[config.mk]
export PLATFORM = sky130hd
export DESIGN_NAME = rf_cmd_engine
export DESIGN_NICKNAME = d
export VERILOG_FILES = /design/src/rtl/rf_pkg.sv /design/src/rtl/rf_cmd_engine.sv
export SDC_FILE = /design/constraint.sdc
export NUM_CORES = 1
export LEC_CHECK = 0
export BUFFER_PORTS_ARGS = -buffer_cell sky130_fd_sc_hd__buf_2
export CAP_MARGIN = 20
export CELL_PAD_IN_SITES_DETAIL_PLACEMENT = 0
export CELL_PAD_IN_SITES_GLOBAL_PLACEMENT = 1
export CORE_UTILIZATION = 43
export DETAILED_ROUTE_END_ITERATION = 10
export GPL_ROUTABILITY_DRIVEN = 0
export PLACE_DENSITY = 0.85
export SLEW_MARGIN = 20
export SYNTH_ARGS = -nofsm -noshare
export SYNTH_HDL_FRONTEND = slang
export SYNTH_SLANG_ARGS = --single-unit
[constraint.sdc]
create_clock -name clk -period 3.1 [get_ports clk]
set_input_delay 0.465 -clock clk [delete_from_list [all_inputs] [get_ports clk]]
set_output_delay 0.465 -clock clk [all_outputs]
set_load 0.03 [all_outputs]
[src/rtl/rf_pkg.sv]
// Shared encodings and default widths for the register-file command engine.
package rf_pkg;

  localparam int unsigned DATA_W_DEF = 8;
  localparam int unsigned ADDR_W_DEF = 3;

  typedef enum logic [1:0] {
    OP_WRITE = 2'b00,
    OP_READ  = 2'b01,
    OP_ADD   = 2'b10,
    OP_SWAP  = 2'b11
  } op_e;

  typedef enum logic [1:0] {
    ST_IDLE = 2'b00,
    ST_EXEC = 2'b01,
    ST_WB2  = 2'b10,
    ST_RESP = 2'b11
  } state_e;

endpackage

[src/rtl/rf_cmd_engine.sv]
// Command-driven initiator for reg_file: executes WRITE/READ/ADD/SWAP and
// returns one valid/ready response per accepted command.
module rf_cmd_engine
  import rf_pkg::*;
#(
  parameter int unsigned DATA_W = DATA_W_DEF,
  parameter int unsigned ADDR_W = ADDR_W_DEF
) (
  input  logic              clk,
  input  logic              rst_n,
  input  logic              cmd_valid,
  output logic              cmd_ready,
  input  logic [1:0]        cmd_op,
  input  logic [ADDR_W-1:0] cmd_dst,
  input  logic [ADDR_W-1:0] cmd_src1,
  input  logic [ADDR_W-1:0] cmd_src2,
  input  logic [DATA_W-1:0] cmd_imm,
  output logic              rsp_valid,
  input  logic              rsp_ready,
  output logic [DATA_W-1:0] rsp_data,
  output logic              rsp_carry,
  output logic              rf_we,
  output logic [ADDR_W-1:0] rf_wr_addr,
  output logic [DATA_W-1:0] rf_wr_data,
  output logic [ADDR_W-1:0] rf_rd_addr1,
  output logic [ADDR_W-1:0] rf_rd_addr2,
  input  logic [DATA_W-1:0] rf_rd_data1,
  input  logic [DATA_W-1:0] rf_rd_data2
);

  state_e            state;
  state_e            next_state;
  op_e               op_q;
  logic [ADDR_W-1:0] dst_q;
  logic [ADDR_W-1:0] src1_q;
  logic [ADDR_W-1:0] src2_q;
  logic [DATA_W-1:0] imm_q;
  logic [DATA_W-1:0] tmp_q;
  logic [DATA_W-1:0] tmp_d;
  logic [DATA_W-1:0] rsp_data_d;
  logic              rsp_carry_d;
  logic [DATA_W:0]   add_sum;
  logic              accept;

  assign accept      = (state == ST_IDLE) && cmd_valid && cmd_ready;
  assign add_sum     = {1'b0, rf_rd_data1} + {1'b0, rf_rd_data2};
  assign rf_rd_addr1 = src1_q;
  assign rf_rd_addr2 = src2_q;

  always_ff @(posedge clk or negedge rst_n) begin
    if (!rst_n) state <= ST_IDLE;
    else        state <= next_state;
  end

  // Next state, reg_file write port and response datapath.
  always_comb begin
    next_state  = state;
    rf_we       = 1'b0;
    rf_wr_addr  = dst_q;
    rf_wr_data  = imm_q;
    rsp_data_d  = rsp_data;
    rsp_carry_d = rsp_carry;
    tmp_d       = tmp_q;
    case (state)
      ST_IDLE: begin
        if (accept) next_state = ST_EXEC;
      end
      ST_EXEC: begin
        next_state  = ST_RESP;
        rsp_carry_d = 1'b0;
        case (op_q)
          OP_WRITE: begin
            rf_we      = 1'b1;
            rsp_data_d = imm_q;
          end
          OP_READ: begin
            rsp_data_d = rf_rd_data1;
          end
          OP_ADD: begin
            rf_we       = 1'b1;
            rf_wr_data  = add_sum[DATA_W-1:0];
            rsp_data_d  = add_sum[DATA_W-1:0];
            rsp_carry_d = add_sum[DATA_W];
          end
          OP_SWAP: begin
            // First half of the swap; old src1 parks in tmp for WB2.
            rf_we      = 1'b1;
            rf_wr_addr = src1_q;
            rf_wr_data = rf_rd_data2;
            tmp_d      = rf_rd_data1;
            next_state = ST_WB2;
          end
        endcase
      end
      ST_WB2: begin
        rf_we       = 1'b1;
        rf_wr_addr  = src2_q;
        rf_wr_data  = tmp_q;
        rsp_data_d  = tmp_q;
        rsp_carry_d = 1'b0;
        next_state  = ST_RESP;
      end
      ST_RESP: begin
        if (rsp_valid && rsp_ready) next_state = ST_IDLE;
      end
    endcase
  end

  always_ff @(posedge clk or negedge rst_n) begin
    if (!rst_n) begin
      cmd_ready <= 1'b0;
      rsp_valid <= 1'b0;
      rsp_data  <= '0;
      rsp_carry <= 1'b0;
      tmp_q     <= '0;
      op_q      <= OP_WRITE;
      dst_q     <= '0;
      src1_q    <= '0;
      src2_q    <= '0;
      imm_q     <= '0;
    end else begin
      cmd_ready <= (next_state == ST_IDLE);
      rsp_valid <= (next_state == ST_RESP);
      rsp_data  <= rsp_data_d;
      rsp_carry <= rsp_carry_d;
      tmp_q     <= tmp_d;
      if (accept) begin
        op_q   <= op_e'(cmd_op);
        dst_q  <= cmd_dst;
        src1_q <= cmd_src1;
        src2_q <= cmd_src2;
        imm_q  <= cmd_imm;
      end
    end
  end

endmodule
# --- Word level (Yosys, flattened, before mapping) ---
# Cells that the tools add are included.
word_totals:
  ff_bits: 40
  inputBits: 39
  out_inout_bits: 29
op_classes:
  addsub: 1
  n_reduce_logical: 10
  mux: 14
  eq_ne: 8
ops:
  columns: ["operator", "count"]
  rows:
  - ["$pmux W8 S2", 3]
  - ["$pmux W8 S3", 1]
  - ["$eq A2 B2 Y1 const B", 5]
  - ["$add A8 B8 Y9", 1]
  - ["$pmux W2 S4", 1]
  - ["$logic_not A2 Y1", 3]
  - ["$pmux W3 S2", 1]
  - ["$eq A2 B1 Y1 const B", 2]
  - ["$mux W2", 2]
  - ["$ne A4 B2 Y1 const B", 1]
  - ["$pmux W1 S2", 2]
  - ["$reduce_and A2 Y1", 2]
  - ["$logic_and A1 B1 Y1", 3]
  - ["$mux W1", 3]
  - ["$mux W3", 1]
  - ["$reduce_or A3 Y1", 1]
  - ["$reduce_bool A2 Y1", 1]

# --- Logic depth before layout (Yosys ltp) ---
depth:
  ltp_word: 6
  mapped_depth: 9
  ltp_nobuf: 7

# --- Worst setup path before layout ---
# Ideal clock, no wire load.
synth_timing:
  kind: "input port to output port"
  startpoint: "input port rf_rd_data1[0]"
  endpoint: "output port rf_wr_data[4]"
  required_ns: 2.635
  cell_stages: 7
  n_path_buf: 0
  slack_ns: 0.270
  t_arrival_ns: 2.365
  path_cell_list: "ha_1 -> fa_1 -> a21o_2 -> a21oi_1 -> xnor2_1 -> a21oi_1 -> nor3_1"
synth_between:
  elab_chain_len: 3
synth_lines:
  columns: ["item", "line", "source"]
  rows:
  - ["start, declared", "rf_cmd_engine.sv:27", "input logic [DATA_W-1:0] rf_rd_data1,"]
  - ["$add A8 B8 Y9", "rf_cmd_engine.sv:46", "assign add_sum = {1'b0, rf_rd_data1} + {1'b0, rf_rd_data2};"]
  - ["$pmux W8 S2", "rf_cmd_engine.sv:71", "case (op_q)"]
  - ["$pmux W8 S2", "rf_cmd_engine.sv:64", "case (state)"]
  - ["end, declared", "rf_cmd_engine.sv:24", "output logic [DATA_W-1:0] rf_wr_data,"]
# Every way passes these cells.

# --- Worst setup path in the final report ---
layout_timing:
  startpoint: "input port rf_rd_data1[0]"
  endpoint: "output port rf_wr_data[6]"
# The elaborated chain is that of the path after synthesis.

==> run metrics <==
Initial DRC Count=139; most common cell after layout, fill and taps aside=buf_2; HPWL Detailed=4.89 mm; syn nets=332; layout cells sized above 1=0.346; critical path launch point type=primary input; crit path kind=primary input to primary output; Post-layout nets=396; number of synthesized flops with an enable pin=0; RSZ-0062 raised after global routing=no; first-pass GRT wire length=10.9 mm; Yosys warnings=0; max-cap viol count=0; H-Tree Depth=2; largest net degree at the start of global routing=41; Fmax=0.354 GHz; post-synth cell types=50; vias in the first global route=2,258; IO buf count=67; placed cell area=3000 sq um; CTS tree=built; Syn Area/Cell=9.61 sq um; cells after synthesis=276; first drt pass iteration count=4; startpoint of the worst register-to-register path=op_q[0]; setup violators final=0; initial core utilization=0.448; DRT Wirelength=6.78 mm; sequential element share of the synthesized area=0.378; FP Rows=28; crit share post-route=0.910; Synth async-reset ratio=1.00; remaining antenna violation count after routing=0; Worst EP arrival=2.36 ns; Primary FF master, synth=dfrtp_1; end of the worst register-to-register path=rsp_data[6]; core footprint=5920 sq um; R2R depth=7; slew of the pin with the lowest slew margin=0.916 ns; die width=80.5 um; max-slew violations=0; r2r setup slk=0.68 ns; Area growth syn-to-layout=17.5%; Crit. End Element=primary output; Rel. slew slack=0.390; clk sink count=40; Worst-Skew Late Latency=0.30 ns; clk slew on worst S/H paths=0.09 ns; DR WL/cell=16.3 um; routed vias=2,305; Hold Crit Class=primary input to async pin; Synth Cell Area=2650 sq um; grt ovf=0; Hold Fails Final Rpt=0; crit path time final=2.82 ns; highest-count cells in the layout ignoring fill and taps=67 x buf_2, 40 x dfrtp_1, 28 x nand2_1, 28 x mux2_2, 24 x nor2_1; Die ar.=6480 sq um; clock root cell=clkbuf_8; required time of the critical path=2.63 ns; crit path max fanout=3; Max Root-Sink Buffers=2; initial antenna violation count=0; CTS buffer count=5; outcome=finished, final reports clean; total negative slack=0 ns; I/O Pins=68; DR vias/cell=5.54; DRC errors left=0; Yosys reg bits=40; Ant. Diodes=0; Tot GR Track Use=0.222; post-CTS setup buffer count=0; Die H=80.5 um; final instance area=3110 sq um; Fin Clk Skew=0.00364 ns
critical path: stages:
cell and delay [ns]:
buf_2 0.11, ha_1 0.22, fa_1 0.40, a21o_2 0.23, a221oi_2 0.28, xnor2_1 0.18, a21oi_2 0.09, a21oi_1 0.16
buf_2 0.21
area by class of cell:
cell class	instances	area (sq um)
clock inverter	3	46.3
tap	75	93.8
clock buffer	5	68.8
timing repair buffer	71	365
sequential	40	1000
fill	592	2810
multi-input combinational	213	1510
inverter	9	33.8
synthesized netlist by cell type (4+ instances only):
cell type  instances  area (sq um)
a22oi_1            8          60.1
o21ai_0           17          85.1
ha_1              16           200
nand3_1            8          40.0
buf_2              5          25.0
a21oi_1           19          95.1
mux2_2            28           315
clkbuf_8           4          55.1
nand2b_1           4          25.0
nor2_1            25          93.8
dfrtp_1           40          1000
inv_1              9          33.8
nand2_1           28           105
a31oi_1            5          31.3
registers in the layout (all words and copies together), names as in the netlist:
signal and count:
rsp_data 8, cmd_ready 1, state 2, dst_q 3, tmp_q 8, op_q 2
rsp_carry 1, rf_rd_addr2 3, imm_q 8, rf_rd_addr1 3, rsp_valid 1
routing by layer:
metal  vias to the layer above  GRT usage  part of all wire  wire length [um]
li1                       1130          -                 -                 -
met4                         0     0.0571            0.0093                63
met1                      1100      0.289              0.45              3050
met3                         8     0.0534             0.069               465
met5                         -          0                 0                 0
met2                        67      0.366              0.47              3190
cells by family (layout without fill, tap and decap cells):
| kind of cell | count (synthesis) | count (layout) | share of synthesized area |
|---|---|---|---|
| AND/OR/NAND/NOR | 84 | 84 | 0.151 |
| AO/OA/AOI/OAI | 81 | 81 | 0.204 |
| flip-flops | 40 | 40 | 0.378 |
| multiplexers | 28 | 28 | 0.119 |
| buffers and inverters | 23 | 88 | 0.0557 |
| adder cells (fa/ha/maj) | 17 | 17 | 0.0831 |
| XOR/XNOR | 3 | 3 | 0.00991 |
metrics by stage:
stage                util  setup slack, ns  std cells  hold slack, ns
finish              0.526            0.278        416           0.293
CTS                 0.526            0.188        416           0.324
global placement    0.506            0.268        408           0.457
global route        0.526            0.149        416           0.360
detailed placement  0.506            0.267        408           0.467
floorplan               -            0.270        276           0.169
worst max-delay path by stage:
| stage | from | end | slack, ns | depth (start not counted) |
|---|---|---|---|---|
| CTS | op_q[0] | rf_wr_data[4] | 0.19 | 8 |
| global placement | rf_rd_data1[0] | rf_wr_data[6] | 0.27 | 9 |
| global route | op_q[0] | rf_wr_data[4] | 0.15 | 8 |
| floorplan | rf_rd_data1[0] | rf_wr_data[4] | 0.27 | 7 |
| finish | rf_rd_data1[0] | rf_wr_data[6] | 0.28 | 9 |
| detailed placement | rf_rd_data1[0] | rf_wr_data[6] | 0.27 | 9 |
what timing repair did:
item                                    CTS  global route
hold buffers                              0             0
endpoints found under the setup margin    0             1
resized for setup                         0             1
Power is not shown: default switching activity piles up to over one toggle a cycle in this logic, so the estimate is an artifact.
